<file path="config.mk">
export PLATFORM = sky130hd
export DESIGN_NAME = palette_loader_flat
export DESIGN_NICKNAME = d
export VERILOG_FILES = /design/src/rtl/palette_loader_if.sv /design/src/rtl/palette_loader.sv /design/src/flat_wrapper.sv
export SDC_FILE = /design/constraint.sdc
export NUM_CORES = 1
export LEC_CHECK = 0
export BUFFER_PORTS_ARGS = -buffer_cell sky130_fd_sc_hd__buf_2
export CAP_MARGIN = 20
export CELL_PAD_IN_SITES_DETAIL_PLACEMENT = 1
export CELL_PAD_IN_SITES_GLOBAL_PLACEMENT = 2
export CORE_UTILIZATION = 29
export CTS_CLUSTER_SIZE = 14
export DETAILED_ROUTE_END_ITERATION = 7
export PLACE_DENSITY = 0.79
export SLEW_MARGIN = 10
export SYNTH_ARGS = -nofsm -noshare
export SYNTH_HDL_FRONTEND = slang
export SYNTH_SLANG_ARGS = --single-unit
</file>
<file path="constraint.sdc">
create_clock -name i_clk -period 1.8 [get_ports i_clk]
set_input_delay 0.27 -clock i_clk [delete_from_list [all_inputs] [get_ports i_clk]]
set_output_delay 0.27 -clock i_clk [all_outputs]
set_load 0.01 [all_outputs]
</file>
<file path="src/rtl/palette_loader_if.sv">
// Byte-stream and palette-RAM write signals shared by the loader and its host.
// The master side drives the stream/control inputs; the slave side is the loader.
interface palette_loader_if #(
   parameter int ADDR_W = 6
);
   logic              start;
   logic              abort;
   logic [7:0]        in_data;
   logic              in_valid;
   logic              in_ready;
   logic              blank;
   logic              pal_we;
   logic [ADDR_W-1:0] pal_addr;
   logic [14:0]       pal_wdata;
   logic              busy;
   logic              done;
   logic [ADDR_W:0]   count;

   modport master (
      output start, abort, in_data, in_valid, blank,
      input  in_ready, pal_we, pal_addr, pal_wdata, busy, done, count
   );

   modport slave (
      input  start, abort, in_data, in_valid, blank,
      output in_ready, pal_we, pal_addr, pal_wdata, busy, done, count
   );
endinterface

</file>
<file path="src/rtl/palette_loader.sv">
// Streams lo/hi byte pairs into the palette RAM, 3 cycles per entry; writes only while blank=1.
// Backpressure: in_ready depends on state only; the stream stalls while an entry waits for blank.
module palette_loader #(
   parameter int NUM_ENTRIES = 64,
   parameter int ADDR_W      = 6
) (
   input  logic            i_clk,
   input  logic            i_reset,
   palette_loader_if.slave bus
);
   typedef enum logic [2:0] {
      S_IDLE,
      S_LO,
      S_HI,
      S_WR,
      S_DONE
   } state_t;

   localparam logic [ADDR_W-1:0] LAST_ADDR = ADDR_W'(NUM_ENTRIES - 1);
   localparam logic [ADDR_W-1:0] ADDR_ONE  = ADDR_W'(1);
   localparam logic [ADDR_W:0]   COUNT_ONE = (ADDR_W + 1)'(1);

   state_t            r_state;
   state_t            w_next;
   logic [ADDR_W-1:0] r_addr;
   logic [14:0]       r_wdata;
   logic [ADDR_W:0]   r_count;
   logic              w_in_ready;
   logic              w_we;
   logic              w_last;
   logic              w_accept_lo;
   logic              w_accept_hi;
   logic              w_launch;

   always_ff @(posedge i_clk) begin
      if (i_reset) begin
         r_state <= S_IDLE;
      end else begin
         r_state <= w_next;
      end
   end

   always_comb begin
      w_next     = r_state;
      w_in_ready = 1'b0;
      w_we       = 1'b0;
      w_last     = (r_addr == LAST_ADDR);
      case (r_state)
         S_IDLE: begin
            if (bus.start && !bus.abort) begin
               w_next = S_LO;
            end
         end
         S_LO: begin
            w_in_ready = 1'b1;
            if (bus.in_valid) begin
               w_next = S_HI;
            end
         end
         S_HI: begin
            w_in_ready = 1'b1;
            if (bus.in_valid) begin
               w_next = S_WR;
            end
         end
         S_WR: begin
            // Hold address and data until the video side stops reading.
            w_we = bus.blank;
            if (bus.blank) begin
               w_next = w_last ? S_DONE : S_LO;
            end
         end
         S_DONE: begin
            w_next = S_IDLE;
         end
         default: begin
            w_next = S_IDLE;
         end
      endcase
      if (bus.abort && (r_state != S_IDLE)) begin
         w_next = S_IDLE;
         w_we   = 1'b0;
      end
   end

   assign w_launch    = (r_state == S_IDLE) && bus.start && !bus.abort;
   assign w_accept_lo = (r_state == S_LO) && bus.in_valid && !bus.abort;
   assign w_accept_hi = (r_state == S_HI) && bus.in_valid && !bus.abort;

   always_ff @(posedge i_clk) begin
      if (i_reset) begin
         r_addr  <= '0;
         r_wdata <= '0;
         r_count <= '0;
      end else begin
         if (w_launch) begin
            r_addr  <= '0;
            r_count <= '0;
         end
         if (w_accept_lo) begin
            r_wdata[7:0] <= bus.in_data;
         end
         // Colour is 15 bits; the top bit of the high byte has no home.
         if (w_accept_hi) begin
            r_wdata[14:8] <= bus.in_data[6:0];
         end
         if (w_we) begin
            r_count <= r_count + COUNT_ONE;
            if (!w_last) begin
               r_addr <= r_addr + ADDR_ONE;
            end
         end
      end
   end

   assign bus.in_ready  = w_in_ready;
   assign bus.pal_we    = w_we;
   assign bus.pal_addr  = r_addr;
   assign bus.pal_wdata = r_wdata;
   assign bus.busy      = (r_state != S_IDLE);
   assign bus.done      = (r_state == S_DONE) && !bus.abort;
   assign bus.count     = r_count;

   a_we_only_in_blank: assert property (@(posedge i_clk) disable iff (i_reset)
      bus.pal_we |-> (bus.blank && (r_state == S_WR) && !bus.abort));

   a_ready_not_idle: assert property (@(posedge i_clk) disable iff (i_reset)
      bus.in_ready |-> ((r_state == S_LO) || (r_state == S_HI)));
endmodule
</file>
<file path="src/flat_wrapper.sv">
// flat-port wrapper written by rule: the top's interface ports become plain ports
module palette_loader_flat 
#(
   parameter int NUM_ENTRIES = 64,
   parameter int ADDR_W      = 6
)
  (i_clk, i_reset, bus_start, bus_abort, bus_in_data, bus_in_valid, bus_blank, bus_in_ready, bus_pal_we, bus_pal_addr, bus_pal_wdata, bus_busy, bus_done, bus_count);
  palette_loader_if #(.ADDR_W(ADDR_W)) bus_i ();
  input  logic i_clk;
  input  logic i_reset;
  input wire logic [$bits(bus_i.start)-1:0] bus_start;
  input wire logic [$bits(bus_i.abort)-1:0] bus_abort;
  input wire logic [$bits(bus_i.in_data)-1:0] bus_in_data;
  input wire logic [$bits(bus_i.in_valid)-1:0] bus_in_valid;
  input wire logic [$bits(bus_i.blank)-1:0] bus_blank;
  output wire logic [$bits(bus_i.in_ready)-1:0] bus_in_ready;
  output wire logic [$bits(bus_i.pal_we)-1:0] bus_pal_we;
  output wire logic [$bits(bus_i.pal_addr)-1:0] bus_pal_addr;
  output wire logic [$bits(bus_i.pal_wdata)-1:0] bus_pal_wdata;
  output wire logic [$bits(bus_i.busy)-1:0] bus_busy;
  output wire logic [$bits(bus_i.done)-1:0] bus_done;
  output wire logic [$bits(bus_i.count)-1:0] bus_count;
  assign bus_i.start = bus_start;
  assign bus_i.abort = bus_abort;
  assign bus_i.in_data = bus_in_data;
  assign bus_i.in_valid = bus_in_valid;
  assign bus_i.blank = bus_blank;
  assign bus_in_ready = bus_i.in_ready;
  assign bus_pal_we = bus_i.pal_we;
  assign bus_pal_addr = bus_i.pal_addr;
  assign bus_pal_wdata = bus_i.pal_wdata;
  assign bus_busy = bus_i.busy;
  assign bus_done = bus_i.done;
  assign bus_count = bus_i.count;
  palette_loader #(.NUM_ENTRIES(NUM_ENTRIES), .ADDR_W(ADDR_W)) u_core (.i_clk(i_clk), .i_reset(i_reset), .bus(bus_i));
endmodule
</file>
After elaboration in Yosys (flattened, before gate mapping)
Index checks and enable logic that the tools add are counted.

Eq/ne operators: 9. Div/mod/pow operators: 0. Add/sub/neg operators: 2. Shift operators: 0. $lt $le $gt $ge: 0. Multiplexer cells: 14. Reductions and logical operators: 16. Bitwise operators: 0. Multipliers: 0.

Operators by type and width (count): 6-bit 2-to-1 mux (3); 3-bit 2-to-1 mux (5); 7-bit 2-to-1 mux (2); 3-bit one-hot mux with 4 select lines (1); 1-bit logical AND (9); 7-bit by 1-bit adder with 7-bit output, second input constant (1); 6-bit by 1-bit adder with 6-bit output, second input constant (1); 3-bit by 2-bit == test with 1-bit output, second input constant (2); 6-bit == test, second input constant (1); 2-bit inequality test, second input constant (3); 4-bit AND reduction (1); 2-bit OR reduction (2); 3-bit by 1-bit == test with 1-bit output, second input constant (1); 3-bit == test, second input constant (1); 3-bit logical NOT (1); 1-bit 2-to-1 mux (3); 3-bit nonzero test (1); 2-bit by 1-bit inequality test with 1-bit output, second input constant (1); 2-bit nonzero test (1); 1-bit logical NOT (1).

Output and inout port bits: 32. Bits in registers: 31. Memory bits (read-only): 0. Latch bits: 0. Bits in writable memories: 0. Input port bits: 14. Memories kept: 0.

Longest topological paths before layout
Depth in word-level cells: 6. Depth in mapped cells: 8.

Least setup slack after synthesis
OpenSTA, ideal clock, no wires.

Kind: register to register. Start point: reg u_core.r_state[2]. End point: reg u_core.r_count[6], in the netlist u_core.bus.count[6]. Cell stages (with the launch flop): 7. Data required time: 1730 ps. Buffers on the path: 2. Setup slack: 157 ps. Data arrival time: 1572 ps. Cell sequence: dfxtp_1 -> buf_6 -> nand4b_4 -> or2_1 -> buf_6 -> or4_1 -> a21oi_1.

Cells in the longest elaborated chain, start to end: 4. Elaborated cells on any way between the ends: 10.

Ends and longest elaborated chain: start, declared (line palette_loader.sv:23) `state_t r_state;`; start signal, assigned (line palette_loader.sv:39) `r_state <= w_next;`; 3-bit by 2-bit == test with 1-bit output (tied with other cells) (line palette_loader.sv:48) `case (r_state)`; 1-bit 2-to-1 mux (tied with other cells) (line palette_loader.sv:48); 1-bit 2-to-1 mux / 1-bit logical AND (equally long branches) (line palette_loader.sv:80, palette_loader.sv:86); 7-bit 2-to-1 mux / 2-bit nonzero test (equally long branches); end signal, assigned (line palette_loader.sv:108) `r_count <= r_count + COUNT_ONE;`; end, declared (line palette_loader.sv:27) `logic [ADDR_W:0] r_count;`.

Several ways; a longest one is shown, not always the timed one. A chain may end at the register's enable or synchronous reset.

Final worst setup path
Start point: reg u_core.r_state[1]. End point: out bus_pal_we.

Cells in the longest elaborated chain, start to end: 3. Elaborated cells on any way between the ends: 5.

Ends and longest elaborated chain: 3-bit by 2-bit == test with 1-bit output / 3-bit nonzero test (equally long branches) (line palette_loader.sv:48, palette_loader.sv:80); 1-bit 2-to-1 mux / 1-bit logical AND (equally long branches) (line palette_loader.sv:48, palette_loader.sv:80); 1-bit 2-to-1 mux * (line palette_loader.sv:80) `if (bus.abort && (r_state != S_IDLE)) begin`; end, declared (line flat_wrapper.sv:17) `output wire logic [$bits(bus_i.pal_we)-1:0] bus_pal_we;`.

Every way passes the cells marked *; elsewhere a longest branch is shown, timed or not.

==> flow_summary.json <==
{
  "netlist_instances": 166,
  "power.internal_uw": 1040,
  "p_leak_uw": 0.000925,
  "path_max_fanout": 11,
  "cts.sink_count": 31,
  "io_pins": 46,
  "swShare_pct": 26.7,
  "rr_worst_depth": 5,
  "max_freq_ghz": 0.593,
  "io_buffers": 45,
  "die_y_microns": 72.9,
  "p_comb_share_pct": 12.4,
  "met3_length_microns": 223,
  "hold_depth": 3,
  "clk_path_buf_depth": 2,
  "finalNetCount": 232,
  "grt_pass1_wl_mm": 6.77,
  "drive_gt1_share_pct": 29.5,
  "synth_edf_count": 0,
  "vias": 1427,
  "ys_ff_latch": 31,
  "yosys_most_used_dff": "dfxtp_1",
  "drt_iter0_drc": 46,
  "drv_slew": 0,
  "path_class": "register to output pin",
  "run_status": "complete, no violations",
  "cp.required_ps": 1530,
  "cts_buffers": 5,
  "highest_layer": "met4",
  "power_density_mw_per_mm2": 764,
  "viasPerCell": 5.02,
  "ys_seq_area_share_pct": 42.6,
  "async_flop_share_pct": 0,
  "finClkSkew_ps": 5.34,
  "wl_met1_mm": 1.78,
  "rows": 25,
  "grt.total_usage_pct": 17.0,
  "die_w_microns": 72.9,
  "syn_nets": 182,
  "total_power_uw": 1420,
  "synthesis.area_sq_mm": 0.00146,
  "first_global_vias": 1436,
  "routabilityCongestion": 0.819,
  "fill_cells": 603,
  "grt-ovfl-total": 0,
  "diodes": 0,
  "h-tree-depth": 2,
  "critPathLaunch": "u_core.r_state[1]",
  "period_share_pct": 93.6,
  "finalSetupViolations": 0,
  "wl_met2_mm": 1.96,
  "dpl.hpwl_mm": 3.02,
  "die-area_sq_mm": 0.00531,
  "clkTransAtPathRegs_ps": 60,
  "firstDrtPassIters": 4,
  "initial_utilization_pct": 30.5,
  "cts-root-buf": "clkbuf_8",
  "drc_errors": 0,
  "regToRegSetupSlack_ps": 170,
  "cts_tree": "built",
  "finalHoldViolations": 0,
  "ys_warn_count": 0,
  "peakVddDrop_mv": 0.315,
  "rsz0062_at_grt": "no",
  "p_switching_uw": 379,
  "avgSynthCellArea_sq_um": 8.78,
  "ys_types": 40,
  "fin_tns_setup_ps": 0,
  "clkPwrFrac_pct": 37.7,
  "antenna_found_initial": 0,
  "reg2reg_from": "u_core.r_state[1]",
  "area_growth_pct": 27.5,
  "ant_nets": 0,
  "crit_end": "bus_pal_we",
  "critPathLaunchType": "register",
  "grt_max_degree": 24,
  "slew_headroom_pct": 72.1,
  "insertion_delay_ps": 280,
  "r2r-end": "u_core.r_state[0]",
  "fin_crit_ps": 1690,
  "drt_wl_total_mm": 4.03,
  "worstSetupEndpointType": "output pin",
  "worstMarginPinSlew_ps": 418,
  "cts_setup_buffers": 0,
  "arrival_ps": 1420,
  "hold_path_class": "input pin to register",
  "coreArea_sq_mm": 0.00479,
  "drv_cap": 0,
  "wl_per_cell_microns": 14.2,
  "p_seq_share_pct": 49.9
}
-- area by class of cell --
class	count	area [sq um]	area share [%]
clock buffer	6	72.6	3.91
timing repair buffer	53	285	15.4
sequential	31	622	33.5
inverter	3	13.8	0.741
tap	67	83.8	4.51
clock inverter	2	12.5	0.673
multi-input combinational	122	768	41.3
-- cell usage after synthesis (2+ instances only) --
cell | n | area [sq um]
ha_1 | 2 | 25.0
a211oi_1 | 5 | 37.5
or3_1 | 2 | 12.5
nor3_1 | 6 | 30.0
dfxtp_1 | 31 | 621
inv_1 | 3 | 11.3
nand2_1 | 8 | 30.0
nor2_1 | 30 | 113
o21ai_0 | 5 | 25.0
buf_6 | 2 | 22.5
a21oi_1 | 12 | 60.1
o211ai_1 | 4 | 30.0
mux2i_1 | 15 | 150
and3_1 | 2 | 12.5
buf_2 | 4 | 20.0
nand3_1 | 8 | 40.0
clkbuf_1 | 4 | 15.0
-- power by group through the flow --
stage,Clock (uW),Sequential [uW],Combinational (uW)
finish,536,709,176
detailed placement,0,724,177
global placement,0,724,169
CTS,558,709,178
global route,588,710,198
floorplan,0,726,102
-- how the worst min path moves through the flow --
| stage | startpoint | endpoint | slack [ps] |
|---|---|---|---|
| global route | bus_in_data[1] | u_core.bus.pal_wdata[9] | 250 |
| floorplan | bus_in_data[0] | u_core.bus.pal_wdata[0] | 410 |
| global placement | u_core.bus.pal_wdata[12] | u_core.bus.pal_wdata[12] | 470 |
| finish | bus_in_data[7] | u_core.bus.pal_wdata[7] | 230 |
| CTS | bus_in_data[7] | u_core.bus.pal_wdata[7] | 220 |
| detailed placement | u_core.bus.pal_wdata[2] | u_core.bus.pal_wdata[2] | 490 |
-- cells by family (layout without fill, tap and decap cells) --
kind of cell / count (synthesis) / in the layout / share of synthesized area, %
and+or+nand+nor: 68 / 68 / 23.3
AOI/OAI and AO/OA: 34 / 34 / 15.5
DFF: 31 / 31 / 42.6
muxes: 16 / 16 / 11.1
buffers and inverters: 13 / 64 / 4.72
adders and majority gates: 2 / 2 / 1.72
xor gates and xnor gates: 2 / 2 / 1.20
-- stage by stage --
stage	setup slack, ps	instance area, sq um	utilization (%)	std cells	hold WS (ps)
floorplan	157	1460	-	166	414
global placement	249	1770	37.0	276	473
detailed placement	179	1770	37.0	276	489
CTS	21.5	1850	38.7	284	219
global route	19.1	1860	38.8	284	246
finish	114	1860	38.8	284	227
-- registers in the layout, indices dropped and copies added (netlist names) --
signal	count
u_core.bus.pal_addr	6
u_core.r_state	3
u_core.bus.pal_wdata	15
u_core.bus.count	7
-- critical path: stages, from the launching register on --
cell	delay, ps
dfxtp_1	440
nand4b_4	120
or2_1	290
inv_4	140
buf_2	150
-- per-layer routing --
layer  vias to the layer above  global-route usage [%]
met4                         0                    6.54
met3                         5                    4.97
li1                        695                       -
met5                         -                       0
met1                       689                    20.3
met2                        38                    28.9
-- placed cells by master, fill, tap and decap left out, types with 2 or more instances in the layout --
cell and instances:
a211oi_1 5, and3_1 2, buf_4 8, nand2_1 8, mux2i_1 15, nor2_1 30
ha_1 2, o21ai_0 5, nor3_1 6, or3_1 2, clkbuf_8 5, nand3_1 8
inv_1 2, a21oi_1 12, o211ai_1 4, dfxtp_1 30, buf_2 45
-- what timing repair did --
item | in CTS | in global routing
gates resized for setup | 1 | 2
endpoints found under the setup margin | 1 | 1
hold buffers | 0 | 0
(Power assumes the default switching activity.)
